[src/rtl/pipelined_adder.sv]
// Pipelined ripple-carry adder: WIDTH bits split into STAGES chunks, one chunk per clock,
// valid/ready on both sides. Define ALU_SUB_EN to add the sub port (num_1 - num_2).
module pipelined_adder #(
   parameter int WIDTH  = 8,
   parameter int STAGES = 2
) (
   input  logic             clk,
   input  logic             rst_n,
   input  logic             in_valid,
   output logic             in_ready,
   input  logic [WIDTH-1:0] num_1,
   input  logic [WIDTH-1:0] num_2,
   input  logic             c,
`ifdef ALU_SUB_EN
   input  logic             sub,
`endif
   output logic             out_valid,
   input  logic             out_ready,
   output logic [WIDTH-1:0] sum,
   output logic             carry,
   output logic             overflow
);

   localparam int CHUNK = WIDTH / STAGES;

   // Bit offset of stage k's forwarded operand bits / resolved sum bits in the flat buses.
   function automatic int fwd_off(input int k);
      int o;
      o = 0;
      for (int j = 0; j < k; j++) o += WIDTH - (j + 1) * CHUNK;
      return o;
   endfunction

   function automatic int sum_off(input int k);
      int o;
      o = 0;
      for (int j = 0; j < k; j++) o += (j + 1) * CHUNK;
      return o;
   endfunction

   localparam int FWD_RAW  = fwd_off(STAGES - 1);
   localparam int FWD_BITS = (FWD_RAW > 0) ? FWD_RAW : 1;
   localparam int SUM_BITS = sum_off(STAGES);

   logic                advance;
   logic [WIDTH-1:0]    opb_eff;
   logic                cin_eff;
   logic [STAGES-1:0]   stg_vld;
   logic [STAGES-1:0]   stg_cy;
   logic [SUM_BITS-1:0] stg_sum;
   logic [FWD_BITS-1:0] stg_a;
   logic [FWD_BITS-1:0] stg_b;

`ifdef ALU_SUB_EN
   // Subtract as num_1 + ~num_2 + 1; the external carry-in is ignored in that mode.
   assign opb_eff = sub ? ~num_2 : num_2;
   assign cin_eff = sub | c;
`else
   assign opb_eff = num_2;
   assign cin_eff = c;
`endif

   assign advance  = out_ready | ~out_valid;
   assign in_ready = advance;

   for (genvar k = 0; k < STAGES; k++) begin : g_stage
      localparam int IW = WIDTH - k * CHUNK;
      localparam int SW = (k + 1) * CHUNK;

      logic           v_in;
      logic           cy_in;
      logic [IW-1:0]  a_in;
      logic [IW-1:0]  b_in;
      logic [CHUNK:0] chunk_add;
      logic [SW-1:0]  sum_d;
      logic           vld_q;
      logic           cy_q;
      logic [SW-1:0]  sum_q;

      if (k == 0) begin : g_first
         assign v_in  = in_valid;
         assign cy_in = cin_eff;
         assign a_in  = num_1;
         assign b_in  = opb_eff;
         assign sum_d = chunk_add[CHUNK-1:0];
      end else begin : g_next
         localparam int PF = fwd_off(k - 1);
         localparam int PS = sum_off(k - 1);
         assign v_in  = stg_vld[k-1];
         assign cy_in = stg_cy[k-1];
         assign a_in  = stg_a[PF +: IW];
         assign b_in  = stg_b[PF +: IW];
         assign sum_d = {chunk_add[CHUNK-1:0], stg_sum[PS +: k*CHUNK]};
      end

      assign chunk_add = {1'b0, a_in[CHUNK-1:0]} + {1'b0, b_in[CHUNK-1:0]}
                       + {{CHUNK{1'b0}}, cy_in};

      // Bubbles move the valid bit only; data registers keep their last contents.
      always_ff @(posedge clk or negedge rst_n) begin
         if (!rst_n) begin
            vld_q <= 1'b0;
            cy_q  <= 1'b0;
            sum_q <= '0;
         end else if (advance) begin
            vld_q <= v_in;
            if (v_in) begin
               cy_q  <= chunk_add[CHUNK];
               sum_q <= sum_d;
            end
         end
      end

      assign stg_vld[k]                = vld_q;
      assign stg_cy[k]                 = cy_q;
      assign stg_sum[sum_off(k) +: SW] = sum_q;

      if (k < STAGES - 1) begin : g_fwd
         localparam int RW = IW - CHUNK;
         logic [RW-1:0] a_q;
         logic [RW-1:0] b_q;

         always_ff @(posedge clk or negedge rst_n) begin
            if (!rst_n) begin
               a_q <= '0;
               b_q <= '0;
            end else if (advance && v_in) begin
               a_q <= a_in[IW-1:CHUNK];
               b_q <= b_in[IW-1:CHUNK];
            end
         end

         assign stg_a[fwd_off(k) +: RW] = a_q;
         assign stg_b[fwd_off(k) +: RW] = b_q;
      end else begin : g_last
         logic ovf_q;

         // Carry into the MSB is recovered as a ^ b ^ sum at that bit.
         always_ff @(posedge clk or negedge rst_n) begin
            if (!rst_n) begin
               ovf_q <= 1'b0;
            end else if (advance && v_in) begin
               ovf_q <= a_in[IW-1] ^ b_in[IW-1] ^ chunk_add[CHUNK-1] ^ chunk_add[CHUNK];
            end
         end

         assign overflow = ovf_q;
      end
   end

   if (FWD_RAW == 0) begin : g_no_fwd
      assign stg_a = '0;
      assign stg_b = '0;
   end

   assign out_valid = stg_vld[STAGES-1];
   assign carry     = stg_cy[STAGES-1];
   assign sum       = stg_sum[sum_off(STAGES - 1) +: WIDTH];

endmodule
[config.mk]
export PLATFORM = sky130hd
export DESIGN_NAME = pipelined_adder
export DESIGN_NICKNAME = d
export VERILOG_FILES = /design/src/rtl/pipelined_adder.sv
export SDC_FILE = /design/constraint.sdc
export NUM_CORES = 1
export LEC_CHECK = 0
export ABC_AREA = 0
export CAP_MARGIN = 20
export CORE_MARGIN = 1
export CORE_UTILIZATION = 35
export CTS_BUF_LIST = sky130_fd_sc_hd__clkbuf_16
export DETAILED_ROUTE_END_ITERATION = 16
export GPL_ROUTABILITY_DRIVEN = 0
export SLEW_MARGIN = 30
export SYNTH_ARGS = -nofsm -noshare
export SYNTH_HDL_FRONTEND = slang
export SYNTH_SLANG_ARGS = --single-unit
[constraint.sdc]
create_clock -name clk -period 3.5 [get_ports clk]
set_input_delay 0.525 -clock clk [delete_from_list [all_inputs] [get_ports clk]]
set_output_delay 0.525 -clock clk [all_outputs]
set_load 0.01 [all_outputs]
==> results of run 1 <==
## registers in the layout, indices dropped and copies added (netlist names)
| register | flops |
|---|---|
| g_stage.cy_q | 1 |
| out_valid | 1 |
| overflow | 1 |
| sum | 8 |
| g_stage.vld_q | 1 |
| g_stage.sum_q | 4 |
| carry | 1 |
| g_stage.g_fwd.b_q | 4 |
| g_stage.g_fwd.a_q | 4 |
## synth_stat cells
library cell   n  area, um^2
o21ai_2        1        8.76
fa_1           4        80.1
nand2_1        9        33.8
mux2_2        12         135
a21o_1         4        30.0
buf_6          2        22.5
a21oi_1        4        20.0
nand2_4        2        22.5
nand2b_4       1        13.8
o21ai_0        8        40.0
mux2_4         3        45.0
ha_1           6        75.1
inv_1          5        18.8
xor2_1         3        26.3
xnor2_1        2        17.5
dfrtp_1       25         626
## layer usage
| layer | up-vias | GRT usage, % | share of wire [%] |
|---|---|---|---|
| met5 | - | 0 | 0 |
| met4 | 0 | 7.79 | 2.9 |
| met3 | 4 | 1.92 | 4.3 |
| met2 | 21 | 20.1 | 45 |
| met1 | 345 | 16.4 | 48 |
| li1 | 382 | - | - |
## cells by family (layout without fill, tap and decap cells)
family	after synthesis	in the layout	synth area share, %
and+or+nand+nor	12	12	5.77
xor gates and xnor gates	5	5	3.61
AOI/OAI and AO/OA	17	17	8.14
buffers and inverters	7	41	3.40
muxes	15	15	14.8
adders and majority gates	10	10	12.8
DFF	25	25	51.5
## power groups by stage
stage	combinational, mW	sequential, mW	clock, mW
2_1_floorplan	0.181	0.452	0
3_3_place_gp	0.372	0.429	0
3_5_place_dp	0.375	0.434	0
4_1_cts	0.376	0.428	0.251
5_1_grt	0.415	0.439	0.266
6_report	0.369	0.427	0.243
## cell type report
type / count / area (um^2) / share of cell area (%)
Tap cell: 46 / 57.6 / 3.50
Sequential cell: 25 / 626 / 38.1
Timing Repair Buffer: 32 / 315 / 19.2
Inverter: 5 / 18.8 / 1.14
Clock buffer: 3 / 75.1 / 4.57
Clock inverter: 1 / 3.75 / 0.228
Multi-Input combinational cell: 59 / 548 / 33.3
## how the worst min path moves through the flow
| stage | startpoint | endpoint |
|---|---|---|
| 4_1_cts | rst_n | overflow |
| 3_3_place_gp | g_stage[0].sum_q[3] | g_stage[0].sum_q[3] |
| 5_1_grt | rst_n | overflow |
| 2_1_floorplan | rst_n | carry |
| 3_5_place_dp | g_stage[0].sum_q[3] | g_stage[0].sum_q[3] |
| 6_report | rst_n | carry |
==> flow_metrics.py, run 1 <==
metrics = {
    "layout": {
        "finalNonFillerCells": 171,
        "fillers": 322,
        "final_cell_mix": "clkdlybuf4s50_1 (31), dfrtp_1 (25), mux2_2 (12)",
        "area_delta_synth_final_pct": 35.3,
        "num_antenna_cells": 0,
        "layout.nets": 157,
        "final_common_cell": "clkdlybuf4s50_1",
        "drive_gt1_share_pct": 18.4,
        "final_util_pct": 49.3,
        "final_area_um2": 1640,
    },
    "sta": {
        "maxSlewHeadroom_pct": 64.5,
        "rsz0062_at_grt": "false",
        "worst_slew_pin_slew_ps": 532,
        "tns_ps": 0,
        "fin_crit_ps": 2230,
        "finalCritPeriodShare_pct": 63.6,
        "drv_slew": 0,
        "finalHoldViolations": 0,
        "hold_ws_ps": 244,
        "skew_ps": 3.04,
        "final.setup.worst_slack_ps": 1270,
        "max_freq_mhz": 449,
        "setup_viol_count_final": 0,
    },
    "power_and_ir_drop": {
        "pwr_density_cell_nw_per_um2": 632,
        "p_clk_share_pct": 23.4,
        "p_leak_nw": 0.753,
        "cell_internal_pwr_mw": 0.756,
        "switching_share_pct": 27.2,
        "ir_drop_uv": 244,
        "seq_power_share_pct": 41.1,
        "finalPower_mw": 1.04,
        "comb_power_share_pct": 35.5,
        "p_switching_mw": 0.283,
    },
    "floorplan": {
        "die_area_um2": 3710,
        "die_h_um": 60.9,
        "die_w_um": 60.9,
        "initial_core_util_pct": 36.4,
        "core_area_um2": 3340,
        "row_count": 21,
        "pin_count": 33,
    },
    "drt": {
        "first_pass_iters": 3,
        "routedWlPerCell_um": 11.0,
        "drt_iter0_markers": 13,
        "finalWirelength_mm": 1.88,
        "drt-vias-per-instance": 4.40,
        "vias": 752,
        "route.detailed.drc": 0,
        "ant_nets": 0,
    },
    "synthesis": {
        "yosysWarnings": 0,
        "synth_cells": 91,
        "avgSynthCellArea_um2": 13.4,
        "syn_area_um2": 1210,
        "seq_area_frac_synth_pct": 51.5,
        "synth_nets": 122,
        "ys_types": 16,
        "ys_ff_latch": 25,
    },
    "global_route": {
        "antenna_found_initial": 0,
        "grt_max_degree": 26,
        "grt-ovfl-total": 0,
        "grt_first_pass_wirelength_mm": 3.41,
        "grt.total_usage_pct": 12.7,
        "grt_pass1_vias": 800,
    },
    "worst_hold_path": {
        "hp-class": "primary input to asynchronous set/reset pin",
    },
    "place": {
        "dp_hpwl_mm": 1.47,
        "dpl_cell_area_um2": 1570,
        "place_ws_ps": 1260,
        "placed_cells": 167,
        "numPortBuffers": 32,
    },
    "critical_path": {
        "cpPeakStageDelay_ps": 550,
        "crit_path_top_delay_cell": "clkdlybuf4s50_1",
        "required_ps": 2970,
        "worst-path-buf-inv": 2,
        "worstPathArrival_ps": 1700,
        "r2r_cells": 6,
        "ff2ff_setup_slack_ps": 1490,
        "cp-end-kind": "primary output",
        "r2r_start": "g_stage[0].cy_q",
        "critPathCapture": "in_ready",
        "path_cells": "clkdlybuf4s50_1 -> nand2b_4 -> clkdlybuf4s50_1",
        "crit_family": "buffers and inverters",
        "crit_start": "out_ready",
        "startpoint_type": "primary input",
        "cp_common_cell": "clkdlybuf4s50_1",
        "worstReg2RegEnd": "overflow",
        "crit_type": "primary input to primary output",
        "cp.depth": 3,
        "critical_path_peak_fanout": 5,
    },
    "clocking": {
        "cts_resized": 0,
        "hold_buffers": 0,
        "cts_max_level": 1,
        "cts_made_buffers": 3,
        "clk_latency_ps": 250,
        "clk_transition_reported_paths_ps": 60,
        "tritoncts": "done",
        "root_buffer": "clkbuf_16",
        "clock-sinks": 25,
        "clockBufferDepth": 2,
        "cts_setup_buffers": 0,
    },
    "status": {
        "status": "completed",
    },
    "job": {
        "max_cap_viol_count": 0,
    },
}
Note: power is estimated with default switching activity, not from simulation.
==> run 2: changes to the inputs <==
==> constraint.sdc (replaced) <==
create_clock -name clk -period 1.9 [get_ports clk]
set_input_delay 0.285 -clock clk [delete_from_list [all_inputs] [get_ports clk]]
set_output_delay 0.285 -clock clk [all_outputs]
set_load 0.01 [all_outputs]
==> flow_metrics.py, run 2 (synthesis gave the netlist of run 1 again) <==
metrics = {
    "sta": {
        "finalHoldViolations": 0,
        "fin_crit_ps": 1810,
        "skew_ps": 8.00,
        "finalCritPeriodShare_pct": 95.2,
        "hold_ws_ps": 380,
        "rsz0062_at_grt": "false",
        "max_freq_mhz": 553,
        "worst_slew_pin_slew_ps": 305,
        "maxSlewHeadroom_pct": 79.6,
        "final.setup.worst_slack_ps": 92.0,
        "setup_viol_count_final": 0,
        "drv_slew": 0,
        "tns_ps": 0,
    },
    "clocking": {
        "clockBufferDepth": 2,
        "clock-sinks": 25,
        "clk_transition_reported_paths_ps": 70,
        "cts_max_level": 1,
        "clk_latency_ps": 260,
        "cts_made_buffers": 3,
        "tritoncts": "done",
        "root_buffer": "clkbuf_16",
    },
    "critical_path": {
        "crit_path_top_delay_cell": "fa_2",
        "crit_type": "flop to flop",
        "required_ps": 2050,
        "cp-end-kind": "flop",
        "cp_common_cell": "fa_2",
        "path_cells": "fa_2 -> fa_2 -> a21o_1 -> a21oi_2 -> xnor2_1 -> o21ai_2",
        "crit_family": "adder cells",
        "critical_path_peak_fanout": 2,
        "worst-path-buf-inv": 0,
        "startpoint_type": "flop",
        "worstPathArrival_ps": 1960,
        "cpPeakStageDelay_ps": 410,
    },
    "job": {
        "max_cap_viol_count": 0,
    },
    "drt": {
        "vias": 776,
        "routedWlPerCell_um": 10.9,
        "ant_nets": 0,
        "finalWirelength_mm": 1.90,
        "route.detailed.drc": 0,
        "drt-vias-per-instance": 4.43,
        "drt_iter0_markers": 1,
        "first_pass_iters": 4,
    },
    "place": {
        "place_ws_ps": -102,
        "numPortBuffers": 32,
        "dpl_cell_area_um2": 1590,
        "dp_hpwl_mm": 1.49,
        "placed_cells": 170,
    },
    "global_route": {
        "grt_max_degree": 26,
        "grt-ovfl-total": 0,
        "grt_pass1_vias": 744,
        "antenna_found_initial": 0,
        "grt.total_usage_pct": 11.6,
        "grt_first_pass_wirelength_mm": 3.16,
    },
    "floorplan": {
        "die_h_um": 60.9,
        "core_area_um2": 3340,
        "die_area_um2": 3710,
        "initial_core_util_pct": 36.4,
        "row_count": 21,
        "die_w_um": 60.9,
        "pin_count": 33,
    },
    "power_and_ir_drop": {
        "switching_share_pct": 27.8,
        "p_switching_mw": 0.547,
        "p_leak_nw": 0.766,
        "pwr_density_cell_nw_per_um2": 1160,
        "cell_internal_pwr_mw": 1.42,
        "ir_drop_uv": 332,
        "comb_power_share_pct": 35.8,
        "finalPower_mw": 1.96,
        "seq_power_share_pct": 40.1,
        "p_clk_share_pct": 24.1,
    },
    "layout": {
        "area_delta_synth_final_pct": 39.2,
        "finalNonFillerCells": 175,
        "final_cell_mix": "clkdlybuf4s50_1 (32), dfrtp_1 (25), mux2_2 (12)",
        "final_common_cell": "clkdlybuf4s50_1",
        "layout.nets": 161,
        "largest_reg_flops": 8,
        "drive_gt1_share_pct": 23.3,
        "final_util_pct": 50.7,
        "fillers": 329,
        "final_area_um2": 1690,
        "num_antenna_cells": 0,
    },
    "status": {
        "status": "completed",
    },
    "worst_hold_path": {
        "hp-class": "primary input to asynchronous set/reset pin",
    },
}
## run 2: layout make-up
cell class	instances	area (um^2)	area share, %
tap	46	57.6	3.40
clock buffer	3	75.1	4.44
clock inverter	1	7.51	0.444
timing repair buffer	36	350	20.7
sequential	25	626	37.0
multi-input combinational	59	557	32.9
inverter	5	18.8	1.11
## run 2: routing by layer
metal | track usage (%) | part of all wire [%]
met1 | 15.4 | 45
met3 | 1.49 | 3.8
met2 | 18.2 | 48
met5 | 0 | 0
met4 | 6.82 | 2.8
## run 2: final timing paths
kind | startpoint | to | slack [ps] | cells after the start
worst max-delay path | g_stage[0].cy_q | overflow | 90 | 6
worst min-delay path | rst_n | sum[7] | 380 | 2
worst max register to register | g_stage[0].cy_q | overflow | 90 | 6
worst min register to register | g_stage[0].sum_q[1] | g_stage[0].sum_q[1] | 480 | 2
max in group asynchronous | rst_n | g_stage[0].g_fwd.b_q[1] | 1280 | 2
min in group clk | g_stage[0].sum_q[1] | g_stage[0].sum_q[1] | 480 | 2
## run 2: power groups by stage
stage	Clock, mW	Combinational [mW]	Sequential (mW)
finish	0.474	0.702	0.788
global route	0.501	0.785	0.806
CTS	0.491	0.710	0.790
detailed placement	0	0.700	0.800
global placement	0	0.694	0.790
floorplan	0	0.333	0.833
## run 2: timing repair
item,CTS,global route
setup buffers,0,1
endpoints found under the setup margin,1,1
hold buffers,0,0
resized for setup,2,1
## run 2: worst reg2reg max path, delay by kind of cell (launching register included)
family / cells / cell delay, ps
adder cells (fa/ha/maj): 2 / 760
flip-flops: 1 / 400
AO/OA/AOI/OAI: 3 / 390
XOR/XNOR: 1 / 150
==> run 3: changes to the inputs <==
--- a/config.mk
+++ b/config.mk
@@ -10,6 +10,7 @@
 export CORE_MARGIN = 1
 export CORE_UTILIZATION = 35
 export CTS_BUF_LIST = sky130_fd_sc_hd__clkbuf_16
+export CTS_CLUSTER_SIZE = 30
 export DETAILED_ROUTE_END_ITERATION = 16
 export GPL_ROUTABILITY_DRIVEN = 0
 export SLEW_MARGIN = 30
==> results of run 3 <==
The final DEF is identical to that of run 2; final timing and power are the same.
